--- src/rtl/ps2_defs.sv ---
// ps2_defs: shared definitions for the PS/2 keyboard command sequencer.
//   - CPU-visible status codes and keyboard host reply codes
//   - PS/2 command bytes used by the sequencer itself
//   - sequencer state encoding, job source tag and latched job record
package ps2_defs;

    // cpu_stat_o values (00/01/FA/FE are shared with the host reply status)
    localparam logic [7:0] STAT_IDLE    = 8'h00;
    localparam logic [7:0] STAT_PENDING = 8'h01;
    localparam logic [7:0] STAT_ACK     = 8'hFA;
    localparam logic [7:0] STAT_NACK    = 8'hFE;
    localparam logic [7:0] STAT_TIMEOUT = 8'hFD;

    // PS/2 keyboard commands
    localparam logic [7:0] CMD_SET_LEDS    = 8'hED;
    localparam logic [7:0] CMD_ENABLE_SCAN = 8'hF4;

    // ck1us pulses per millisecond tick, minus one (prescaler wrap value)
    localparam logic [9:0] PRESCALE_LAST = 10'd999;

    typedef enum logic [2:0] {
        ST_INIT_WAIT  = 3'd0,
        ST_IDLE       = 3'd1,
        ST_ISSUE      = 3'd2,
        ST_ISSUE_DATA = 3'd3,
        ST_WAIT_REPLY = 3'd4
    } state_t;

    typedef enum logic [1:0] {
        SRC_INIT = 2'd0,
        SRC_CPU  = 2'd1,
        SRC_LED  = 2'd2
    } src_t;

    typedef struct packed {
        logic [7:0] cmd;
        logic [7:0] data;
        logic       two_byte;
        src_t       src;
    } job_t;

    // True for the two host replies that can end an attempt.
    function automatic logic is_final_reply(input logic [7:0] stat);
        return (stat == STAT_ACK) || (stat == STAT_NACK);
    endfunction

endpackage

--- src/rtl/ms_timer.sv ---
// ms_timer: millisecond time base for the PS/2 sequencer.
//   clk6x   in   system clock, rising edge
//   resetn  in   synchronous active-low reset
//   ck1us   in   1-cycle pulse every microsecond
//   clr_i   in   zero the ms counter (prescaler keeps running)
//   tick_o  out  1-cycle pulse every 1000 ck1us pulses
//   count_o out  ms ticks since reset / last clear, saturating
module ms_timer
    import ps2_defs::*;
#(
    parameter int CNT_W = 16
) (
    input  logic             clk6x,
    input  logic             resetn,
    input  logic             ck1us,
    input  logic             clr_i,
    output logic             tick_o,
    output logic [CNT_W-1:0] count_o
);

    logic [9:0]       pre_q, pre_d;
    logic [CNT_W-1:0] cnt_q, cnt_d;

    always_comb begin
        tick_o = ck1us && (pre_q == PRESCALE_LAST);
        pre_d  = pre_q;
        if (ck1us) begin
            pre_d = tick_o ? 10'd0 : pre_q + 10'd1;
        end
        // The prescaler is never cleared by clr_i, so the first ms of a
        // freshly cleared interval may be short.
        cnt_d = cnt_q;
        if (clr_i) begin
            cnt_d = '0;
        end else if (tick_o && (cnt_q != '1)) begin
            cnt_d = cnt_q + CNT_W'(1);
        end
    end

    always_ff @(posedge clk6x) begin
        if (!resetn) begin
            pre_q <= '0;
            cnt_q <= '0;
        end else begin
            pre_q <= pre_d;
            cnt_q <= cnt_d;
        end
    end

    assign count_o = cnt_q;

endmodule

--- src/rtl/ps2_kbd_sequencer.sv ---
// ps2_kbd_sequencer: serialises CPU commands, LED updates and the power-up
// enable-scanning command onto a PS/2 keyboard host, one job at a time,
// with reply checking, retry on NACK/timeout and a CPU status register.
//   clk6x            in   48 MHz clock, rising edge
//   resetn           in   synchronous active-low reset
//   ck1us            in   1-cycle pulse every microsecond
//   cpu_cmd_i/data_i in   CPU command / data byte
//   cpu_req1_i/2_i   in   1-cycle request for a 1-byte / 2-byte command
//   cpu_busy_o       out  sequencer not idle (CPU requests ignored)
//   cpu_stat_o       out  00 idle, 01 pending, FA ack, FE nack, FD timeout
//   led_state_i      in   {caps, num, scroll}
//   led_upd_i        in   1-cycle LED update request
//   host_wcmddata_o  out  byte for the host TX FIFO (00 when not enqueuing)
//   host_enq_cmd1_o  out  enqueue 1-byte command or data byte of a 2-byte one
//   host_enq_cmd2_o  out  enqueue command byte of a 2-byte command
//   host_stat_i      in   host reply status 00/01/FA/FE
// TIMEOUT_MS and INIT_DELAY_MS must be at least 1.
module ps2_kbd_sequencer
    import ps2_defs::*;
#(
    parameter int         TIMEOUT_MS    = 20,
    parameter int         MAX_RETRY     = 2,
    parameter int         INIT_DELAY_MS = 500,
    parameter logic [7:0] INIT_CMD      = CMD_ENABLE_SCAN
) (
    input  logic       clk6x,
    input  logic       resetn,
    input  logic       ck1us,
    input  logic [7:0] cpu_cmd_i,
    input  logic [7:0] cpu_data_i,
    input  logic       cpu_req1_i,
    input  logic       cpu_req2_i,
    output logic       cpu_busy_o,
    output logic [7:0] cpu_stat_o,
    input  logic [2:0] led_state_i,
    input  logic       led_upd_i,
    output logic [7:0] host_wcmddata_o,
    output logic       host_enq_cmd1_o,
    output logic       host_enq_cmd2_o,
    input  logic [7:0] host_stat_i
);

    localparam int               CNT_W     = 16;
    localparam logic [CNT_W-1:0] INIT_LAST = CNT_W'(INIT_DELAY_MS - 1);
    localparam logic [CNT_W-1:0] TMO_LAST  = CNT_W'(TIMEOUT_MS - 1);
    localparam logic [7:0]       RETRY_MAX = 8'(MAX_RETRY);

    state_t     state_q, state_d;
    job_t       job_q, job_d;
    logic [7:0] retry_q, retry_d;
    logic       armed_q, armed_d;
    logic [7:0] cpu_stat_q, cpu_stat_d;
    logic       led_pend_q, led_pend_d;
    logic [2:0] led_val_q, led_val_d;
    logic       enq1_q, enq1_d;
    logic       enq2_q, enq2_d;
    logic [7:0] wdata_q, wdata_d;

    logic             ms_tick;
    logic             ms_clr;
    logic [CNT_W-1:0] ms_count;

    logic       att_fail;
    logic       job_done;
    logic [7:0] res_code;

    ms_timer #(
        .CNT_W (CNT_W)
    ) u_ms_timer (
        .clk6x   (clk6x),
        .resetn  (resetn),
        .ck1us   (ck1us),
        .clr_i   (ms_clr),
        .tick_o  (ms_tick),
        .count_o (ms_count)
    );

    always_comb begin
        state_d    = state_q;
        job_d      = job_q;
        retry_d    = retry_q;
        armed_d    = armed_q;
        cpu_stat_d = cpu_stat_q;
        // LED requests are captured in every state; later pulses overwrite.
        led_pend_d = led_pend_q | led_upd_i;
        led_val_d  = led_upd_i ? led_state_i : led_val_q;
        enq1_d     = 1'b0;
        enq2_d     = 1'b0;
        wdata_d    = 8'h00;
        ms_clr     = 1'b0;
        att_fail   = 1'b0;
        job_done   = 1'b0;
        res_code   = STAT_TIMEOUT;

        unique case (state_q)
            ST_INIT_WAIT: begin
                // ms counter has run since reset; fire on the last delay tick
                if (ms_tick && (ms_count == INIT_LAST)) begin
                    job_d   = '{cmd: INIT_CMD, data: 8'h00, two_byte: 1'b0, src: SRC_INIT};
                    retry_d = 8'd0;
                    state_d = ST_ISSUE;
                end
            end

            ST_IDLE: begin
                if (cpu_req2_i) begin
                    job_d      = '{cmd: cpu_cmd_i, data: cpu_data_i, two_byte: 1'b1, src: SRC_CPU};
                    retry_d    = 8'd0;
                    cpu_stat_d = STAT_PENDING;
                    state_d    = ST_ISSUE;
                end else if (cpu_req1_i) begin
                    job_d      = '{cmd: cpu_cmd_i, data: 8'h00, two_byte: 1'b0, src: SRC_CPU};
                    retry_d    = 8'd0;
                    cpu_stat_d = STAT_PENDING;
                    state_d    = ST_ISSUE;
                end else if (led_pend_q) begin
                    job_d      = '{cmd: CMD_SET_LEDS, data: {5'b0, led_val_q},
                                   two_byte: 1'b1, src: SRC_LED};
                    retry_d    = 8'd0;
                    // a pulse in this very cycle becomes the next LED job
                    led_pend_d = led_upd_i;
                    state_d    = ST_ISSUE;
                end
            end

            ST_ISSUE: begin
                wdata_d = job_q.cmd;
                if (job_q.two_byte) begin
                    enq2_d  = 1'b1;
                    state_d = ST_ISSUE_DATA;
                end else begin
                    enq1_d  = 1'b1;
                    ms_clr  = 1'b1;
                    armed_d = 1'b0;
                    state_d = ST_WAIT_REPLY;
                end
            end

            ST_ISSUE_DATA: begin
                enq1_d  = 1'b1;
                wdata_d = job_q.data;
                ms_clr  = 1'b1;
                armed_d = 1'b0;
                state_d = ST_WAIT_REPLY;
            end

            ST_WAIT_REPLY: begin
                // host_stat_i may still show the previous job's FA/FE; only a
                // reply seen after 01 (host accepted our bytes) counts.
                if (host_stat_i == STAT_PENDING) begin
                    armed_d = 1'b1;
                end
                if (armed_q && is_final_reply(host_stat_i)) begin
                    res_code = host_stat_i;
                    if (host_stat_i == STAT_ACK) begin
                        job_done = 1'b1;
                    end else begin
                        att_fail = 1'b1;
                    end
                end else if (ms_tick && (ms_count == TMO_LAST)) begin
                    res_code = STAT_TIMEOUT;
                    att_fail = 1'b1;
                end

                if (att_fail) begin
                    if (retry_q < RETRY_MAX) begin
                        retry_d = retry_q + 8'd1;
                        state_d = ST_ISSUE;
                    end else begin
                        job_done = 1'b1;
                    end
                end

                if (job_done) begin
                    state_d = ST_IDLE;
                    if (job_q.src == SRC_CPU) begin
                        cpu_stat_d = res_code;
                    end
                end
            end

            default: begin
                state_d = ST_INIT_WAIT;
            end
        endcase
    end

    always_ff @(posedge clk6x) begin
        if (!resetn) begin
            state_q    <= ST_INIT_WAIT;
            job_q      <= '0;
            retry_q    <= 8'd0;
            armed_q    <= 1'b0;
            cpu_stat_q <= STAT_IDLE;
            led_pend_q <= 1'b0;
            led_val_q  <= 3'b000;
            enq1_q     <= 1'b0;
            enq2_q     <= 1'b0;
            wdata_q    <= 8'h00;
        end else begin
            state_q    <= state_d;
            job_q      <= job_d;
            retry_q    <= retry_d;
            armed_q    <= armed_d;
            cpu_stat_q <= cpu_stat_d;
            led_pend_q <= led_pend_d;
            led_val_q  <= led_val_d;
            enq1_q     <= enq1_d;
            enq2_q     <= enq2_d;
            wdata_q    <= wdata_d;
        end
    end

    assign cpu_busy_o      = (state_q != ST_IDLE);
    assign cpu_stat_o      = cpu_stat_q;
    assign host_enq_cmd1_o = enq1_q;
    assign host_enq_cmd2_o = enq2_q;
    assign host_wcmddata_o = wdata_q;

endmodule

--- config.mk ---
export PLATFORM = sky130hd
export DESIGN_NAME = ps2_kbd_sequencer
export DESIGN_NICKNAME = d
export VERILOG_FILES = /design/src/rtl/ps2_defs.sv /design/src/rtl/ms_timer.sv /design/src/rtl/ps2_kbd_sequencer.sv
export SDC_FILE = /design/constraint.sdc
export NUM_CORES = 1
export LEC_CHECK = 0
export BUFFER_PORTS_ARGS = -buffer_cell sky130_fd_sc_hd__buf_2
export CAP_MARGIN = 20
export CORE_MARGIN = 2
export CORE_UTILIZATION = 56
export DETAILED_ROUTE_END_ITERATION = 7
export GPL_TIMING_DRIVEN = 0
export PLACE_DENSITY = 0.79
export SYNTH_ARGS = -nofsm -noshare
export SYNTH_HDL_FRONTEND = slang
export SYNTH_HIERARCHICAL = 1
export SYNTH_SLANG_ARGS = --single-unit
--- constraint.sdc ---
create_clock -name clk6x -period 3.3 [get_ports clk6x]
set_input_delay 0.66 -clock clk6x [delete_from_list [all_inputs] [get_ports clk6x]]
set_output_delay 0.66 -clock clk6x [all_outputs]
set_load 0.01 [all_outputs]
==> impl_results.md <==
- Root buffer cell: clkbuf_8
- Least-Margin Pin Slew: around 0.7 ns
- First-pass DRT Iterations: 4
- Reg clk slew, reported paths: approximately 0.080 ns
- Cell Rows: 28
- Finish-stage setup viols: 0
- Avg WL per Cell: 14.2 um
- Top cells by area, synth: dfxtp_1 45%, mux2i_1 4.6%, nor2_1 4.0%, nand2_1 2.9%, a21oi_1 2.7%
- Die footprint: 6910 um2
- Maximum vdd drop: 0.467 mV
- CP required: 3.52 ns
- Asr flop ratio synth: 0%
- Worst slew margin: 53.2%
- Post-synthesis sequential area ratio: 45.1%
- Yosys warnings: 6
- Final min period: 2.89 ns
- Routed met3 length: 290 um
- Status: completed
- Max cap viols: 0
- I/O Buffers: 50
- # Post-CTS Setup Buffers: 0
- Die Width: between 80 and 90 um
- CP Launch Type: register
- Vias per cell: 5.79
- Diodes inserted: 0
- Worst Setup End Kind: register
- Setup tns final: 0 ns
- Detailed Route Iter0 Violations: 165
- Hold Crit Class: register to register
- Global-route wire length before repair: 13.0 mm
- WS Path Type: register to register
- Area Growth Syn to Fin: 15.4%
- Cts repair resizes: 0
- Combinational Power Share: 3.6%
- Hold Fails Final Rpt: 0
- Core outline area: 5990 um2
- Highest metal layer with signal wires: met4
- Slew Viols, Final: 0
- Met2 wire len: 3.68 mm
- CTS tree: yes
- Clock share of power: 41.0%
- Layout Nets: 472
- Mapped cell area: 3510 um2
- Final core occ: about two thirds
- Crit path max fanout: 10
- Leading cell type in the layout, fill and taps excluded: dfxtp_1
- Dominant synthesized flop cell: dfxtp_1
- Initial core utilization: between 50 and 60%
- M1 WL: 3.22 mm
- Sw Share: 22.8%
- Avg Cell Area, Syn: 9.36 um2
- Final worst path period share: 87.5%
- Post-synth top area cell: dfxtp_1
- DRC viols: 0
- IO Pins: 52
- Commonest non-fill, non-tap cells in the layout: 79 x dfxtp_1, 54 x buf_2, 37 x nor2_1, 27 x nand2_1, 19 x a21oi_1
- Placer Congestion: 0.874
- Pwr Density: 428 nW/um2
- Total wire length: between 7 and 8 mm
- FMAX: 346 MHz
- Worst slack, placed: 0.187 ns
- Syn_nets: around 410
- Clock buffer count from CTS: 9
- Pint: 1.34 mW
- All-Layer GR Usage: 22.6%
- Finished Cell Area: 4050 um2
- Placed Area: 3850 um2
- # clock sinks: 79
- Syn Inst Count: between 300 and 400
- Vias: 2,988
- Layout cells sized above 1: 21.3%
- Final setup skew: 0.00597 ns
- Synthesized flop and latch total: 79
- Critical Path AT: 3.11 ns
- Post-DP HPWL: 5.39 mm
- Cts hold-fix bufs: 0
- PnR worst setup slack: slightly above 0.4 ns
- Post-synth EDFFs: 0
- Distinct cells, synth: 65
- Lkg Pwr: 1.51 nW
- H-tree levels: 3
- CTS max path bufs: 2
- Pin count of the biggest net entering global routing: 15
- Die Height: 83.2 um
- Antenna-violating nets left: 0
- Grt ovf: 0
- Part of the power in registers: roughly 55%
- Net Sw Power: about 0.40 mW
- Clk_lat worst skew: around 0.34 ns
- RSZ-0062 raised after global routing: false
- Vias in the first global route: 2,857
- Total Power: between 1.5 and 2 mW
- Initial antenna violation count: 0
- Synth top area share: between 40% and 50%
## critical path, cell delays in order, from the launching register on
cell	delay, ns
dfxtp_1	0.38
ha_1	0.23
nand3_2	0.12
or3_1	0.38
clkbuf_1	0.18
inv_1	0.07
nor4b_2	0.23
nand4b_2	0.21
o31ai_4	0.38
nand2_1	0.17
buf_2	0.21
a2bb2oi_1	0.16
nor2_1	0.05
## per-stage QoR
| step | instances | hold WS, ns |
|---|---|---|
| 6_report | 516 | 0.453 |
| 5_1_grt | 516 | 0.468 |
| 4_1_cts | 516 | 0.455 |
| 3_5_place_dp | 500 | 0.450 |
| 3_3_place_gp | 500 | 0.438 |
| 2_1_floorplan | 375 | 0.432 |
## power by group through the flow
stage          combinational, mW  clock [mW]  sequential, mW
5_1_grt                   0.0703       0.770           0.961
3_3_place_gp              0.0602           0           0.983
6_report                  0.0624       0.712           0.960
2_1_floorplan             0.0298           0           0.982
4_1_cts                   0.0627       0.727           0.960
3_5_place_dp              0.0623           0           0.983
## final timing paths
check	startpoint	cells past startpoint	slack [ns]	endpoint
max reg2reg	u_ms_timer/pre_q[0]	12	0.41	job_q[15]
max	u_ms_timer/pre_q[0]	12	0.41	job_q[15]
min reg2reg	cpu_stat_o[0]	2	0.45	cpu_stat_o[0]
min	cpu_stat_o[0]	2	0.45	cpu_stat_o[0]
## layout make-up
class	instances	area, um2
clock inverters	6	70.1
well taps	75	93.8
plain buffers	16	72.6
clock buffers	10	128
inverters	10	37.5
flip-flops and latches	79	1580
fillers	485	1940
multi-input cells	270	1820
repair buffers	50	250
## metal layers
| layer | GRT usage (%) | up-vias |
|---|---|---|
| li1 | - | 1498 |
| met1 | 26.8 | 1406 |
| met2 | 38.6 | 71 |
| met3 | 5.86 | 13 |
| met4 | 9.69 | 0 |
| met5 | 0 | - |
## synth_stat cells (all sizes together), types with 3 or more instances
cell	instances
a21oi	19
a22o	5
a31o	6
and2	5
and3	10
buf	6
clkbuf	10
dfxtp	79
ha	3
inv	9
mux2i	16
nand2	28
nand2b	12
nand3	11
nand4	9
nor2	40
nor2b	5
nor3	11
nor3b	8
nor4	6
nor4b	3
o21a	3
o21ai	5
o221a	4
o311ai	6
o31ai	3
o41ai	5
or2	4
or3	9
or4	4
xnor2	7
## sequential cells by signal, summed over array words and instances (netlist names)
signal	cells
led_val_q	3
job_q	19
led_pend_q	1
retry_q	8
u_ms_timer/pre_q	10
state_q	3
armed_q	1
host_wcmddata_o	8
cpu_stat_o	8
host_enq_cmd1_o	1
host_enq_cmd2_o	1
u_ms_timer/count_o	16
## kinds of logic after synthesis
kind of cell               share of synthesized area [%]
and+or+nand+nor                                     28.4
DFF                                                 45.1
AOI/OAI and AO/OA                                   15.5
buffers and inverters                               3.14
muxes                                               4.56
xor gates and xnor gates                            2.25
adders and majority gates                           1.07
Power figures use the tool's default switching activity.
